### src/rtl/pwm_ugt4_pkg.sv
// Shared constants for the 4-bit registered PWM generator.
package pwm_ugt4_pkg;

    localparam int unsigned WIDTH_DEF      = 4;
    localparam int unsigned PERIOD_RST_DEF = 15;
    localparam int unsigned COUNT_RST      = 0;
    localparam int unsigned DUTY_RST       = 0;
    localparam int unsigned STAGE_RST      = 0;

endpackage : pwm_ugt4_pkg

### src/rtl/pwm_ugt4_ugt_cmp.sv
// Unsigned strict greater-than compare: O = (I0 > I1).
module ugt_cmp
    import pwm_ugt4_pkg::*;
#(
    parameter int unsigned WIDTH = WIDTH_DEF
) (
    input  logic [WIDTH-1:0] I0,
    input  logic [WIDTH-1:0] I1,
    output logic             O
);

    // Pure combinational magnitude compare
    always_comb begin
        O = (I0 > I1);
    end

endmodule : ugt_cmp

### src/rtl/pwm_ugt4.sv
// Registered PWM generator with period-boundary staged duty/period updates.
module pwm_ugt4
    import pwm_ugt4_pkg::*;
#(
    parameter int unsigned      WIDTH      = WIDTH_DEF,
    parameter logic [WIDTH-1:0] PERIOD_RST = WIDTH'(PERIOD_RST_DEF)
) (
    input  logic             CLK,
    input  logic             RESETN,
    input  logic             EN,
    input  logic             LOAD,
    input  logic [WIDTH-1:0] DUTY,
    input  logic [WIDTH-1:0] PERIOD,
    output logic             O,
    output logic             WRAP,
    output logic             ACK,
    output logic             PENDING
);

    logic [WIDTH-1:0] count_q,      count_d;
    logic [WIDTH-1:0] duty_act_q,   duty_act_d;
    logic [WIDTH-1:0] period_act_q, period_act_d;
    logic [WIDTH-1:0] duty_stg_q,   duty_stg_d;
    logic [WIDTH-1:0] period_stg_q, period_stg_d;
    logic             pending_q,    pending_d;
    logic             o_q,          o_d;
    logic             wrap_q,       wrap_d;
    logic             ack_q,        ack_d;

    logic             gt_c;
    logic             wrap_c;

    // Compare active duty against the running count
    ugt_cmp #(
        .WIDTH (WIDTH)
    ) u_ugt_cmp (
        .I0 (duty_act_q),
        .I1 (count_q),
        .O  (gt_c)
    );

    // Wrap cycle: enabled and count has reached the terminal value
    always_comb begin
        wrap_c = EN && (count_q == period_act_q);
    end

    // Next-state: counter, output compare, staging and apply handshake
    always_comb begin
        count_d      = count_q;
        duty_act_d   = duty_act_q;
        period_act_d = period_act_q;
        duty_stg_d   = duty_stg_q;
        period_stg_d = period_stg_q;
        pending_d    = pending_q;
        o_d          = o_q;
        wrap_d       = 1'b0;
        ack_d        = 1'b0;

        if (EN) begin
            o_d     = gt_c;
            wrap_d  = wrap_c;
            count_d = wrap_c ? WIDTH'(COUNT_RST) : count_q + WIDTH'(1);
        end

        if (LOAD) begin
            if (wrap_c) begin
                // Load coincident with the boundary goes straight to active
                duty_act_d   = DUTY;
                period_act_d = PERIOD;
                pending_d    = 1'b0;
                ack_d        = 1'b1;
            end else begin
                duty_stg_d   = DUTY;
                period_stg_d = PERIOD;
                pending_d    = 1'b1;
            end
        end else if (wrap_c && pending_q) begin
            duty_act_d   = duty_stg_q;
            period_act_d = period_stg_q;
            pending_d    = 1'b0;
            ack_d        = 1'b1;
        end
    end

    // State register with asynchronous active-low reset
    always_ff @(posedge CLK or negedge RESETN) begin
        if (!RESETN) begin
            count_q      <= WIDTH'(COUNT_RST);
            duty_act_q   <= WIDTH'(DUTY_RST);
            period_act_q <= PERIOD_RST;
            duty_stg_q   <= WIDTH'(STAGE_RST);
            period_stg_q <= WIDTH'(STAGE_RST);
            pending_q    <= 1'b0;
            o_q          <= 1'b0;
            wrap_q       <= 1'b0;
            ack_q        <= 1'b0;
        end else begin
            count_q      <= count_d;
            duty_act_q   <= duty_act_d;
            period_act_q <= period_act_d;
            duty_stg_q   <= duty_stg_d;
            period_stg_q <= period_stg_d;
            pending_q    <= pending_d;
            o_q          <= o_d;
            wrap_q       <= wrap_d;
            ack_q        <= ack_d;
        end
    end

    // Outputs come straight from registers
    always_comb begin
        O       = o_q;
        WRAP    = wrap_q;
        ACK     = ack_q;
        PENDING = pending_q;
    end

endmodule : pwm_ugt4

### config.mk
export PLATFORM = sky130hd
export DESIGN_NAME = pwm_ugt4
export DESIGN_NICKNAME = d
export VERILOG_FILES = /design/src/rtl/pwm_ugt4_pkg.sv /design/src/rtl/pwm_ugt4_ugt_cmp.sv /design/src/rtl/pwm_ugt4.sv
export SDC_FILE = /design/constraint.sdc
export NUM_CORES = 1
export LEC_CHECK = 0
export CAP_MARGIN = 5
export CORE_MARGIN = 2
export CORE_UTILIZATION = 47
export CTS_CLUSTER_SIZE = 10
export DETAILED_ROUTE_END_ITERATION = 8
export PLACE_DENSITY = 0.75
export SLEW_MARGIN = 20
export SYNTH_ARGS = -nofsm -noshare
export SYNTH_HDL_FRONTEND = slang
export SYNTH_HIERARCHICAL = 1
export SYNTH_SLANG_ARGS = --single-unit
export TNS_END_PERCENT = 30
### constraint.sdc
create_clock -name CLK -period 1.6 [get_ports CLK]
set_input_delay 0.32 -clock CLK [delete_from_list [all_inputs] [get_ports CLK]]
set_output_delay 0.32 -clock CLK [all_outputs]
set_load 0.02 [all_outputs]
==> impl_metrics.yaml <==
run_status:
  status: "finished, violations left"
  violations: "negative setup slack"
synth:
  yosysWarnings: 6
  synthMuxAreaShare: 0.2505
  synth_xor_area_frac: 0.03796
  synth_top_family_by_area: "multiplexers"
  syn_area_per_cell_um2: 13.26
  synth-simple-area-share: 0.06074
  ys_ff_latch: 24
  syn_area_um2: 1154
  synth-edff-count: 0
  synth_compound_area_frac: 0.04447
  yosysSeqAreaShare: 0.5249
  synth_fa_ha_area_frac: 0.05423
  synth_cell_type_count: 22
  async_flop_share: 1.000
  synth_nets: 104
  ys.flop_type: "dfrtp_1"
  synthCells: 87
place:
  io_buffers: 15
  pre_cts_slack_ps: -302.8
  dpl.hpwl_um: 1694
  place_inst: 143
  gp_congestion: 0.8372
pwr:
  p_per_area_nw_per_um2: 1696
  clkPwrFrac: 0.105
  power_frac_seq: 0.394
  p_sw_uw: 927.2
  p_int_mw: 1.736
  switching_share: 0.3481
  leakage_nw: 0.7489
  power.total_mw: 2.663
  pwr-share-comb: 0.501
  ir_worst_vdd_uv: 1123
global_route:
  grt_pass1_vias: 873
  overflow: 0
  grt_max_degree: 25
  grt_util_all_layers: 0.1986
  grt_pass1_wl_um: 3988
  antenna_found_initial: 0
sta:
  finalHoldViolCount: 0
  whs_ps: 344.1
  rsz0062_at_grt: "yes"
  setup_ws_ps: -60.30
  tightest_slew_ps: 430.9
  skew_ps: 9.961
  setup_violations: 15
  fin_crit_ps: 1660
  clock.fmax_mhz: 602.3
  fin_crit_sh: 1.038
  slew_violations: 0
  slew_headroom: 0.7108
cts:
  clock_sinks: 24
  path_clk_slew_ps: 140
  clock_latency_ps: 320
  clock_path_buffers: 2
  clock-root-buffer: "clkbuf_4"
  cts_tree: "done"
  ctsHoldBuffers: 0
  h-tree-depth: 1
  cts_buffers: 3
job:
  cap_viol_max_count: 0
floorplanning:
  rows: 17
  die-area_um2: 2867
  pin_count: 16
  start_util: 0.5069
  die_w_um: 53.54
  coreArea_um2: 2276
  die_h_um: 53.54
setup_path:
  critPathRequiredTime_ps: 1810
  rrSetupSlack_ps: -60
  ff2ff_path_depth: 5
  cp.arrival_ps: 1870
  crit_buf_inv: 1
  rr_startpoint: "period_act_q[1]"
  endpoint_kind: "flop"
  cp_max_fo: 8
  cp_top_family: "flip-flops"
  slowest_stage: "dfstp_2"
  path_class: "reg2reg"
  slowest_delay_ps: 580
  startpoint_type: "flop"
  path_cells: "xnor2_2 -> o2111ai_4 -> o21ai_2 -> buf_12 -> mux2_4"
  reg2reg_to: "period_stg_q[2]"
cells_and_area:
  layout_commonest_cell: "dfrtp_1"
  final_util: 0.6899
  antennaDiodeCount: 0
  fin_cells: 148
  layout-drive-gt1-share: 0.4417
  fill_cells: 178
  area_delta_synth_final_pct: 36.12
  final_net_count: 138
  mostFrequentLayoutCells: "dfrtp_1, buf_4, mux2_2, mux2_4, clkdlybuf4s50_1"
route:
  ant_nets: 0
  wl_um: 2319
  drt_first_pass_iters: 5
  num_vias: 778
  detail_route.vias_per_cell: 5.257
  drt_iter0_markers: 5
  drc: 0
  post_drt_wl_per_cell_um: 15.67
min_path:
  min_path_type: "in2async"
[power groups by stage]
stage	Combinational, mW	Sequential [mW]	Clock [mW]
after global routing	1.47	1.08	0.310
after floorplan	0.692	1.08	0
after CTS	1.28	1.05	0.290
after global placement	1.11	1.04	0
after detailed placement	1.19	1.05	0
final	1.33	1.05	0.281
[through the flow]
| stage | instance area (um^2) | setup TNS (ps) |
|---|---|---|
| 5_1_grt | 1570 | -1951 |
| 3_5_place_dp | 1474 | -4373 |
| 6_report | 1570 | -599.8 |
| 3_3_place_gp | 1474 | -3516 |
| 2_1_floorplan | 1174 | -974.2 |
| 4_1_cts | 1546 | -787.6 |
[flip-flops by register name (all words and copies together), names as in the netlist]
| name | count |
|---|---|
| count_q | 4 |
| duty_act_q | 4 |
| duty_stg_q | 4 |
| period_act_q | 4 |
| period_stg_q | 4 |
| ACK | 1 |
| O | 1 |
| PENDING | 1 |
| WRAP | 1 |
[worst reg2reg max path, cell delays in order, from the launching register on]
cell,delay [ps]
dfstp_2,580
xnor2_2,130
o2111ai_4,180
o21ai_2,200
buf_12,160
mux2_4,310
[cells by family after synthesis]
kind of cell,count (synthesis)
DFF,24
buffers and inverters,8
adders and majority gates,5
and+or+nand+nor,12
xor gates and xnor gates,5
muxes,26
AOI/OAI and AO/OA,7
[final cells by class]
cell class | count | area [um^2] | area share
Sequential cell | 24 | 605.6 | 0.3857
Multi-Input combinational cell | 55 | 591.8 | 0.3769
Timing Repair Buffer | 31 | 289.0 | 0.1841
Tap cell | 28 | 35.03 | 0.02231
Clock buffer | 4 | 26.28 | 0.01673
Inverter | 6 | 22.52 | 0.01434
[worst max path at each step]
stage | startpoint | endpoint | slack [ps] | depth (start not counted)
after floorplan | period_act_q[3] | duty_stg_q[0] | -80 | 4
after global placement | LOAD | duty_act_q[2] | -270 | 5
after detailed placement | EN | duty_act_q[2] | -300 | 5
after CTS | period_act_q[3] | duty_stg_q[2] | -80 | 5
after global routing | period_act_q[1] | duty_act_q[0] | -130 | 5
final | period_act_q[1] | period_stg_q[2] | -60 | 5
[metal layers]
layer | up-vias | global-route usage | part of all wire
li1 | 371 | - | -
met1 | 385 | 0.2292 | 0.44
met2 | 18 | 0.3580 | 0.51
met3 | 4 | 0.02778 | 0.031
met4 | 0 | 0.09829 | 0.019
met5 | - | 0 | 0
[synth_stat cells (all sizes together) (2+ instances only)]
| cell type | instances | area [um^2] |
|---|---|---|
| inv | 6 | 22.52 |
| ha | 5 | 62.56 |
| dfstp | 4 | 105.1 |
| a21oi | 2 | 10.01 |
| dfrtp | 20 | 500.5 |
| xnor2 | 3 | 26.28 |
| o21ai | 3 | 18.77 |
| xor2 | 2 | 17.52 |
| nor2 | 6 | 22.52 |
| mux2i | 3 | 30.03 |
| mux2 | 23 | 259.0 |
[repair_timing]
action,CTS,global route
gates resized for setup,13,5
setup endpoints to repair,17,18
setup buffers,0,1
pin swaps,4,0
(Power assumes the default switching activity.)
